## src/rtl/full_adder_4bit.sv

```systemverilog
// full_adder_4bit
//   Registered ripple-carry adder: {proC,sum} = add + aug + preC.
//   A chain of full-adder cells forms the combinational sum. The result is
//   captured in output registers, so latency is one cycle and a new result
//   is accepted every cycle. preC and proC let several blocks be cascaded
//   into a wider adder.
//
//   Ports
//     clk    in   1      rising-edge clock
//     rst_n  in   1      asynchronous active-low reset; clears sum and proC
//     proC   out  1      registered carry-out of the MSB cell
//     sum    out  WIDTH  registered sum
//     add    in   WIDTH  addend, unsigned
//     aug    in   WIDTH  augend, unsigned
//     preC   in   1      carry-in to the LSB cell

// One bit of the adder. The carry uses the generate/propagate form, so the
// propagate term p is shared between the sum and the carry.
module fa_cell (
  input  logic a,
  input  logic b,
  input  logic ci,
  output logic s,
  output logic co
);
  logic p;
  assign p  = a ^ b;
  assign s  = p ^ ci;
  assign co = (a & b) | (ci & p);
endmodule

module full_adder_4bit #(
  parameter int WIDTH = 4
) (
  input  logic             clk,
  input  logic             rst_n,
  output logic             proC,
  output logic [WIDTH-1:0] sum,
  input  logic [WIDTH-1:0] add,
  input  logic [WIDTH-1:0] aug,
  input  logic             preC
);

  // c[i] is the carry into cell i. c[WIDTH] is the carry out of the block.
  logic [WIDTH:0]   c;
  logic [WIDTH-1:0] s;

  assign c[0] = preC;

  // The carry ripples explicitly through one cell per bit.
  for (genvar gi = 0; gi < WIDTH; gi++) begin : g_cell
    fa_cell u_fa (
      .a  (add[gi]),
      .b  (aug[gi]),
      .ci (c[gi]),
      .s  (s[gi]),
      .co (c[gi+1])
    );
  end

  // The outputs come only from registers, so ripple glitches in the chain
  // never reach sum or proC.
  always_ff @(posedge clk or negedge rst_n) begin
    if (!rst_n) begin
      sum  <= '0;
      proC <= 1'b0;
    end else begin
      sum  <= s;
      proC <= c[WIDTH];
    end
  end

endmodule

```

## config.mk

```make
export PLATFORM = sky130hd
export DESIGN_NAME = full_adder_4bit
export DESIGN_NICKNAME = d
export VERILOG_FILES = /design/src/rtl/full_adder_4bit.sv
export SDC_FILE = /design/constraint.sdc
export NUM_CORES = 1
export LEC_CHECK = 0
export ABC_AREA = 0
export BUFFER_PORTS_ARGS = -buffer_cell sky130_fd_sc_hd__buf_2
export CORE_AREA = 2 2 39 41
export CTS_CLUSTER_SIZE = 8
export DETAILED_ROUTE_END_ITERATION = 7
export DIE_AREA = 0 0 41 43
export PLACE_DENSITY = 0.45
export SLEW_MARGIN = 15
export SYNTH_ARGS = -nofsm -noshare
export SYNTH_HDL_FRONTEND = slang
export SYNTH_HIERARCHICAL = 1
export SYNTH_SLANG_ARGS = --single-unit
export TNS_END_PERCENT = 5
```

## constraint.sdc

```tcl
create_clock -name clk -period 0.8 [get_ports clk]
set_input_delay 0.04 -clock clk [delete_from_list [all_inputs] [get_ports clk]]
set_output_delay 0.04 -clock clk [all_outputs]
set_load 0.02 [all_outputs]
```

[Word level (Yosys, flattened, before mapping)]
Index checks and enable logic that the tools add are counted.
Word-level totals
  register bits after elaboration: 5
  bits of input ports: 11
  output and inout port bits: 5
  logic and storage cells: 22
Cells by class
  bitwise logic cells: 20
Operators with widths (count)
  bitwise AND 1 bit: 8
  bitwise XOR 1 bit: 8
  bitwise OR 1 bit: 4

[Logic depth before layout (Yosys ltp)]
Gate-level depths: netlist of run 1.
  word-level depth: 9
  mapped depth: 4
  gate-level depth less buffers: 4

[By module]
Netlist of run 1, hierarchy kept.
Modules (own cells, without submodules)
  full_adder_4bit: times used 1, cells an instance 5, area each 125.1 um^2, sequential area each 125.1 um^2
  fa_cell: times used 4, cells an instance 1, area each 20.0 um^2, sequential area each 0.0 um^2

[Worst setup path before layout of run 1]
OpenSTA, ideal clock, no wires.
  path kind: input to register
  from: input port add[0]
  to: register sum[3]
  setup time: 0.136 ns
  arrival: 1.636 ns
  data required time: 0.664 ns
  setup slack: -0.971 ns
  stages: 4
  buffers on the path: 0
  cell sequence: fa_1 -> fa_1 -> fa_1 -> fa_1
On the way
  cells in the longest elaborated chain, start to end: 8
  elaborated cells between the ends (all ways): 9
  classes of those cells: bitwise (9)
RTL lines
  start, declared: RTL line 39  | input logic [WIDTH-1:0] add,
  bitwise XOR 1 bit: RTL line 27  | assign p = a ^ b;
  bitwise AND 1 bit: RTL line 29  | assign co = (a & b) | (ci & p);
  bitwise OR 1 bit *: RTL line 29
  bitwise AND 1 bit *: RTL line 29
  bitwise OR 1 bit *: RTL line 29
  named net c[2]: RTL line 45  | logic [WIDTH:0] c;
  bitwise AND 1 bit *: RTL line 29
  bitwise OR 1 bit *: RTL line 29
  named net c[3]: RTL line 45
  bitwise XOR 1 bit *: RTL line 28  | assign s = p ^ ci;
  named net s[3]: RTL line 46  | logic [WIDTH-1:0] s;
  end signal, assigned: RTL line 68  | sum <= s;
  end, declared: RTL line 38  | output logic [WIDTH-1:0] sum,
The timed path passes the listed nets; every way through them passes the cells marked *.

[Final worst setup path of run 1]
  from: input port add[0]
  to: register sum[3]
On the way
  cells in the longest elaborated chain, start to end: 8
  elaborated cells between the ends (all ways): 9
  classes of those cells: bitwise (9)
RTL lines (RTL line)
  bitwise XOR 1 bit: 27
  bitwise AND 1 bit: 29
  bitwise OR 1 bit *: 29
  named net c[1]: 45
  bitwise AND 1 bit *: 29
  bitwise OR 1 bit *: 29
  named net c[2]: 45
  bitwise AND 1 bit *: 29
  bitwise OR 1 bit *: 29
  named net c[3]: 45
  bitwise XOR 1 bit *: 28
  named net s[3]: 46
Marks and branches as above.

==> impl_metrics.prom, run 1 <==
# TYPE chip_impl_metric gauge
chip_impl_metric{name="finalWorstSetupSlack",unit="ps"} -725
chip_impl_metric{name="fmax_achieved",unit="MHz"} 656
chip_impl_metric{name="finalCoreUtilization",unit="%"} 25.3
chip_impl_metric{name="drtIter0Drc",unit=""} 0
chip_impl_metric{name="leakagePower",unit="nW"} 0.165
chip_impl_info{name="yosys_most_used_dff",value="dfrtp_1"} 1
chip_impl_info{name="critPathKind",value="in -> reg"} 1
chip_impl_metric{name="final_net_count",unit=""} 45
chip_impl_metric{name="cts-root-to-sink-buffers",unit=""} 2
chip_impl_metric{name="io_pins",unit=""} 16
chip_impl_metric{name="count_of_synthesis_stage_warnings_from_yosys",unit=""} 6
chip_impl_metric{name="yosysSeqAreaShare",unit="%"} 61.0
chip_impl_metric{name="grt_pass1_wl",unit="µm"} 607
chip_impl_metric{name="synthesis.instances",unit=""} 9
chip_impl_metric{name="fp.dieArea",unit="mm²"} 0.00176
chip_impl_metric{name="drive_gt1_share",unit="%"} 72.4
chip_impl_metric{name="routabilityCongestion",unit=""} 0.586
chip_impl_metric{name="synth_fp_nets",unit=""} 24
chip_impl_metric{name="cts_max_level",unit=""} 1
chip_impl_metric{name="cts_post_setup_buffers_inserted",unit=""} 0
chip_impl_metric{name="netlist_area",unit="µm²"} 205
chip_impl_metric{name="synth_top_area_share",unit="%"} 61.0
chip_impl_metric{name="routed-via-count",unit=""} 146
chip_impl_metric{name="placedCellCount",unit=""} 40
chip_impl_metric{name="async_reset_ff_share",unit="%"} 100
chip_impl_metric{name="ir_worst_vdd",unit="V"} 0.000503
chip_impl_info{name="post_synth_main_area_contributors",value="dfrtp_1 (61%), fa_1 (39%)"} 1
chip_impl_metric{name="grt_start_max_net_pins",unit=""} 6
chip_impl_metric{name="final_area",unit="µm²"} 350
chip_impl_metric{name="yosys.area_share.adder",unit="%"} 39.0
chip_impl_metric{name="floorplan.rows",unit=""} 14
chip_impl_info{name="endpoint_type_of_the_worst_setup_path",value="flip-flop"} 1
chip_impl_metric{name="cts_buffers",unit=""} 3
chip_impl_info{name="most_repeated_cell_in_the_gate_level_netlist_after_synthesis",value="dfrtp_1"} 1
chip_impl_info{name="root_buffer",value="clkbuf_4"} 1
chip_impl_metric{name="synth_compound_gate_area_share",unit="%"} 0
chip_impl_metric{name="instances_no_fill",unit=""} 45
chip_impl_metric{name="power.density_cell_area",unit="mW/mm²"} 2180
chip_impl_metric{name="maxSlewViolCount",unit=""} 0
chip_impl_metric{name="critical_path.max_fanout",unit=""} 1
chip_impl_metric{name="drtAntennaViolNets",unit=""} 0
chip_impl_info{name="failing_checks",value="negative setup slack"} 1
chip_impl_info{name="synthTopCellsByCount",value="dfrtp_1 (5), fa_1 (4)"} 1
chip_impl_info{name="min-delay-path-class",value="in -> reg"} 1
chip_impl_metric{name="n_antenna_cell",unit=""} 0
chip_impl_metric{name="die_width",unit="µm"} 41
chip_impl_metric{name="synth-simple-area-share",unit="%"} 0
chip_impl_info{name="synth.largest_area_cell",value="dfrtp_1"} 1
chip_impl_metric{name="core_region_area",unit="mm²"} 0.00138
chip_impl_metric{name="drt-vias-per-instance",unit=""} 3.24
chip_impl_metric{name="fin_crit",unit="ps"} 1530
chip_impl_info{name="outcome",value="complete, but fails checks"} 1
chip_impl_metric{name="syn2layout_area_growth",unit="%"} 70.7
chip_impl_metric{name="total_clock_sinks",unit=""} 5
chip_impl_metric{name="critical_path_arrival",unit="ps"} 1630
chip_impl_metric{name="number_of_global_route_vias_before_repair",unit=""} 158
chip_impl_metric{name="remaining_drc_errors",unit=""} 0
chip_impl_metric{name="post_synthesis_xor_xnor_area_fraction",unit="%"} 0
chip_impl_metric{name="finalWirelength",unit="µm"} 409
chip_impl_metric{name="finalCritPeriodShare",unit="%"} 191
chip_impl_metric{name="dr.pass1.iters",unit=""} 1
chip_impl_info{name="setup_repair_after_global_routing_missed_its_margin",value="true"} 1
chip_impl_metric{name="finalSetupViolations",unit=""} 4
chip_impl_metric{name="ys_seq_elements",unit=""} 5
chip_impl_metric{name="total_power",unit="mW"} 0.765
chip_impl_metric{name="synth-edff-count",unit=""} 0
chip_impl_info{name="crit_path_start_kind",value="input port"} 1
chip_impl_info{name="synth_top_family_by_area",value="adder cells"} 1
chip_impl_metric{name="synthDistinctLibCells",unit=""} 2
chip_impl_metric{name="dpl-instance-area",unit="µm²"} 308
chip_impl_metric{name="initial_utilization",unit="%"} 14.8
chip_impl_metric{name="global_route_usage_over_all_layers",unit="%"} 5.89
chip_impl_metric{name="timing_worst_slew_pin_value",unit="ps"} 106
chip_impl_metric{name="grt_antenna_before_repair",unit=""} 0
chip_impl_metric{name="muxShareOfSynthArea",unit="%"} 0
chip_impl_metric{name="max_cap_viol_count",unit=""} 0
chip_impl_metric{name="synth_area_per_cell",unit="µm²"} 22.8
chip_impl_metric{name="crit_required",unit="ps"} 910
chip_impl_metric{name="hold_viol_final",unit=""} 0
chip_impl_metric{name="buffer_ports.inserted",unit=""} 15
chip_impl_metric{name="fill_cells",unit=""} 150
chip_impl_metric{name="cts.reportedPaths.clkPinSlew",unit="ps"} 40
chip_impl_metric{name="wire_length_per_cell",unit="µm"} 9.09
chip_impl_metric{name="fp.dieH",unit="µm"} 43
chip_impl_info{name="cts_tree",value="yes"} 1
chip_impl_metric{name="timing.slew.headroom",unit="%"} 92.9
chip_impl_metric{name="grt.overflow.total",unit=""} 0
## worst max-delay path, stage by stage
cell	delay, ps
buf_6	90
fa_2	380
fa_2	350
fa_2	340
fa_1	430
## path summary, 6_finish.rpt
| kind | startpoint | endpoint | slack, ps | depth (start not counted) |
|---|---|---|---|---|
| setup / recovery | add[0] | sum[3] | -730 | 5 |
| hold / removal | aug[3] | sum[3] | 90 | 2 |
| max in group asynchronous | rst_n | proC | 540 | 2 |
| min in group asynchronous | rst_n | sum[1] | 140 | 2 |
## cells in the final DEF, fill, tap and decap left out
| master | instances |
|---|---|
| dfrtp_1 | 5 |
| buf_6 | 1 |
| clkbuf_1 | 1 |
| clkbuf_4 | 3 |
| fa_1 | 1 |
| fa_2 | 3 |
| dlygate4sd3_1 | 1 |
| buf_2 | 14 |
## per-layer routing
layer	GRT usage [%]	share of wire (%)	wire length, µm
met1	4.68	29	118
met2	7.19	47	191
met3	4.71	24	99
met4	8.00	0	0
met5	0	0	0
## layout make-up
class	count	area, µm²	area share, %
clock buffer	4	26.3	7.50
multi-input combinational	4	87.6	25.0
timing repair buffer	16	91.3	26.1
sequential	5	125	35.7
tap	16	20.0	5.71
## report_power, final
| part | switching [mW] | total (mW) | internal (mW) |
|---|---|---|---|
| clock | 0.0952 | 0.283 | 0.188 |
| combinational | 0.105 | 0.178 | 0.0737 |
| sequential | 0.00860 | 0.303 | 0.295 |
## kinds of logic (layout without fill, tap and decap cells)
| group | after synthesis | after routing |
|---|---|---|
| adder cells (fa/ha/maj) | 4 | 4 |
| flip-flops | 5 | 5 |
| buffers and inverters | 0 | 20 |
## flip-flops by register name, summed over array words and instances (netlist names)
signal,count
sum,4
proC,1
## metrics by stage
stage	TNS [ps]	hold WS, ps	setup slack, ps
after floorplan	-2410	-256	-864
after global placement	-3000	-150	-1020
after detailed placement	-3050	-145	-1030
after CTS	-1850	84.2	-728
after global routing	-1930	79.2	-742
final	-1860	85.1	-725
## repair_timing
action                                 4_1_cts  5_1_grt
endpoints found under the hold margin        5        0
pin swaps                                    1        0
setup endpoints to repair                    4        9
hold buffers                                 1        0
resized for setup                            1        0
No activity file was read; power rests on OpenSTA's default activity.
==> run 2: changes to the inputs <==
CTS_BUF_LIST = sky130_fd_sc_hd__clkbuf_16   (was default)
==> run 2 against run 1 <==
Net effect:
- the flow still finishes with violations (negative setup slack)
- sequential share of layout area fell by 4.7 points
- via count rose by 2.1%
- count of clock-buffer cells in the layout shrank 1
- clock power rose to 2.8 times the previous value
- critical path depth stayed put
- critical path type unchanged
- largest cell class unchanged
- largest power group is now the clock network
==> impl_metrics.prom, run 2 (synthesis results as in run 1) <==
# TYPE chip_impl_metric gauge
chip_impl_info{name="outcome",value="complete, but fails checks"} 1
chip_impl_info{name="failing_checks",value="negative setup slack"} 1
chip_impl_metric{name="fp.dieH",unit="µm"} 43
chip_impl_metric{name="cts.reportedPaths.clkPinSlew",unit="ps"} 30
chip_impl_info{name="critPathKind",value="in -> reg"} 1
chip_impl_metric{name="critical_path.max_fanout",unit=""} 1
chip_impl_metric{name="remaining_drc_errors",unit=""} 0
chip_impl_metric{name="die_width",unit="µm"} 41
chip_impl_metric{name="drtAntennaViolNets",unit=""} 0
chip_impl_info{name="path_cells",value="buf_6 > fa_2 > fa_2 > fa_2 > fa_1"} 1
chip_impl_metric{name="initial_utilization",unit="%"} 14.8
chip_impl_metric{name="dr.pass1.iters",unit=""} 2
chip_impl_metric{name="finalSetupViolations",unit=""} 4
chip_impl_metric{name="total_clock_sinks",unit=""} 5
chip_impl_info{name="reg.largest.list",value="sum (4), proC (1)"} 1
chip_impl_metric{name="ir_worst_vdd",unit="V"} 0.000763
chip_impl_info{name="root_buffer",value="clkbuf_16"} 1
chip_impl_metric{name="dpl-instance-area",unit="µm²"} 308
chip_impl_metric{name="fp.dieArea",unit="mm²"} 0.00176
chip_impl_metric{name="fill_cells",unit=""} 143
chip_impl_metric{name="floorplan.rows",unit=""} 14
chip_impl_metric{name="io_pins",unit=""} 16
chip_impl_metric{name="comb_power_share",unit="%"} 14.1
chip_impl_info{name="endpoint_type_of_the_worst_setup_path",value="flip-flop"} 1
chip_impl_info{name="min-delay-path-class",value="in -> reg"} 1
chip_impl_metric{name="final_net_count",unit=""} 45
chip_impl_metric{name="cts_buffers",unit=""} 3
chip_impl_info{name="cts_tree",value="yes"} 1
chip_impl_info{name="slowest_stage",value="fa_1"} 1
chip_impl_metric{name="sequential_cell_area",unit="µm²"} 125
chip_impl_info{name="layout_commonest_cell",value="buf_2"} 1
chip_impl_metric{name="fin_crit",unit="ps"} 1540
chip_impl_metric{name="n_antenna_cell",unit=""} 0
chip_impl_metric{name="finalCoreUtilization",unit="%"} 29.1
chip_impl_info{name="cp-endpoint",value="sum[3]"} 1
chip_impl_metric{name="grt.overflow.total",unit=""} 0
chip_impl_metric{name="cts_post_setup_buffers_inserted",unit=""} 0
chip_impl_metric{name="max_cap_viol_count",unit=""} 0
chip_impl_metric{name="finalWirelength",unit="µm"} 432
chip_impl_metric{name="swShare",unit="%"} 20.4
chip_impl_metric{name="timing.slew.headroom",unit="%"} 92.8
chip_impl_metric{name="drive_gt1_share",unit="%"} 72.4
chip_impl_metric{name="met3_length",unit="µm"} 109
chip_impl_metric{name="critical_path.max_stage_delay",unit="ps"} 430
chip_impl_info{name="worst_setup_path_startpoint",value="add[0]"} 1
chip_impl_info{name="most_frequent_cells_in_the_layout",value="buf_2 (14), dfrtp_1 (5), clkbuf_16 (3), fa_2 (3)"} 1
chip_impl_metric{name="largest_reg_flops",unit=""} 4
chip_impl_metric{name="drtIter0Drc",unit=""} 2
chip_impl_metric{name="finalCritPeriodShare",unit="%"} 192
chip_impl_metric{name="met2_wirelength_from_detailed_routing",unit="µm"} 195
chip_impl_metric{name="core_region_area",unit="mm²"} 0.00138
chip_impl_metric{name="multiInputGateArea",unit="µm²"} 87.6
chip_impl_info{name="highest-signal-layer",value="met3"} 1
chip_impl_metric{name="grt_pass1_wl",unit="µm"} 648
chip_impl_metric{name="fmax_achieved",unit="MHz"} 650
chip_impl_metric{name="wire_length_per_cell",unit="µm"} 9.60
chip_impl_metric{name="critical_path_depth",unit=""} 5
chip_impl_metric{name="clock_power_share",unit="%"} 62.0
chip_impl_metric{name="hold_viol_final",unit=""} 0
chip_impl_info{name="largest_register",value="sum"} 1
chip_impl_metric{name="grt_start_max_net_pins",unit=""} 6
chip_impl_metric{name="seq_power_share",unit="%"} 23.8
chip_impl_metric{name="crit_required",unit="ps"} 890
chip_impl_info{name="crit_path_start_kind",value="input port"} 1
chip_impl_metric{name="global_route_usage_over_all_layers",unit="%"} 6.20
chip_impl_metric{name="cts-root-to-sink-buffers",unit=""} 2
chip_impl_info{name="crit_path_max_delay_family",value="adder cells"} 1
chip_impl_metric{name="syn2layout_area_growth",unit="%"} 96.3
chip_impl_metric{name="finalWorstSetupSlack",unit="ps"} -739
chip_impl_metric{name="final.hold.worst_slack",unit="ps"} 98.8
chip_impl_metric{name="total_power",unit="mW"} 1.28
chip_impl_info{name="cpMostUsedCell",value="fa_2"} 1
chip_impl_metric{name="timing_worst_slew_pin_value",unit="ps"} 108
chip_impl_metric{name="routabilityCongestion",unit=""} 0.586
chip_impl_metric{name="drt-vias-per-instance",unit=""} 3.31
chip_impl_metric{name="grt_antenna_before_repair",unit=""} 0
chip_impl_metric{name="worstPathBufferInverterCount",unit=""} 1
chip_impl_metric{name="leakagePower",unit="nW"} 0.193
chip_impl_metric{name="maxSlewViolCount",unit=""} 0
chip_impl_metric{name="net-switching-power",unit="mW"} 0.261
chip_impl_info{name="setup_repair_after_global_routing_missed_its_margin",value="true"} 1
chip_impl_metric{name="power.density_cell_area",unit="mW/mm²"} 3170
chip_impl_metric{name="number_of_global_route_vias_before_repair",unit=""} 172
chip_impl_metric{name="intPower",unit="mW"} 1.02
chip_impl_metric{name="wirelength_met1",unit="µm"} 127
chip_impl_metric{name="routed-via-count",unit=""} 149
chip_impl_metric{name="critical_path_arrival",unit="ps"} 1630
chip_impl_metric{name="final_area",unit="µm²"} 403
chip_impl_metric{name="cts_max_level",unit=""} 1
chip_impl_metric{name="buffer_ports.inserted",unit=""} 15
run 2: cell types whose count changed in the layout (fill, tap and decap cells not counted), sizes merged:
cell    previous run  this run
clkbuf             4         3
inv                0         1
run 2: worst min-delay path by stage:
stage            from     end  cells past startpoint
2_1_floorplan   rst_n    proC                      0
3_3_place_gp    rst_n    proC                      1
3_5_place_dp    rst_n  sum[2]                      1
4_1_cts        aug[3]  sum[3]                      2
5_1_grt        add[0]  sum[0]                      2
6_report       aug[3]  sum[3]                      2
run 2: per-layer routing:
layer	track usage, %	vias to the layer above
met5	0	-
met4	6.00	0
met3	6.28	0
met2	7.81	16
met1	5.02	67
li1	-	66
run 2: stage by stage:
step	setup slack, ps	TNS, ps	instances
2_1_floorplan	-864	-2410	9
3_3_place_gp	-1020	-3000	40
3_5_place_dp	-1030	-3050	40
4_1_cts	-748	-1940	45
5_1_grt	-770	-2000	45
6_report	-739	-1920	45
run 2: final cells by class:
type,instances,area share [%]
Clock inverter,1,0.932
Clock buffer,3,18.6
Tap cell,16,4.97
Multi-Input combinational cell,4,21.7
Sequential cell,5,31.1
Timing Repair Buffer,16,22.7
run 2: what timing repair did:
item,4_1_cts,5_1_grt
hold endpoints to repair,5,0
hold buffers,1,0
endpoints found under the setup margin,4,4
gates resized for setup,1,0
pin swaps,1,0
run 2: power groups by stage:
stage / sequential (mW) / clock (mW) / combinational, mW
floorplan: 0.364 / 0 / 0.0291
global placement: 0.305 / 0 / 0.172
detailed placement: 0.308 / 0 / 0.178
CTS: 0.306 / 0.803 / 0.186
global route: 0.307 / 0.840 / 0.202
finish: 0.304 / 0.792 / 0.180
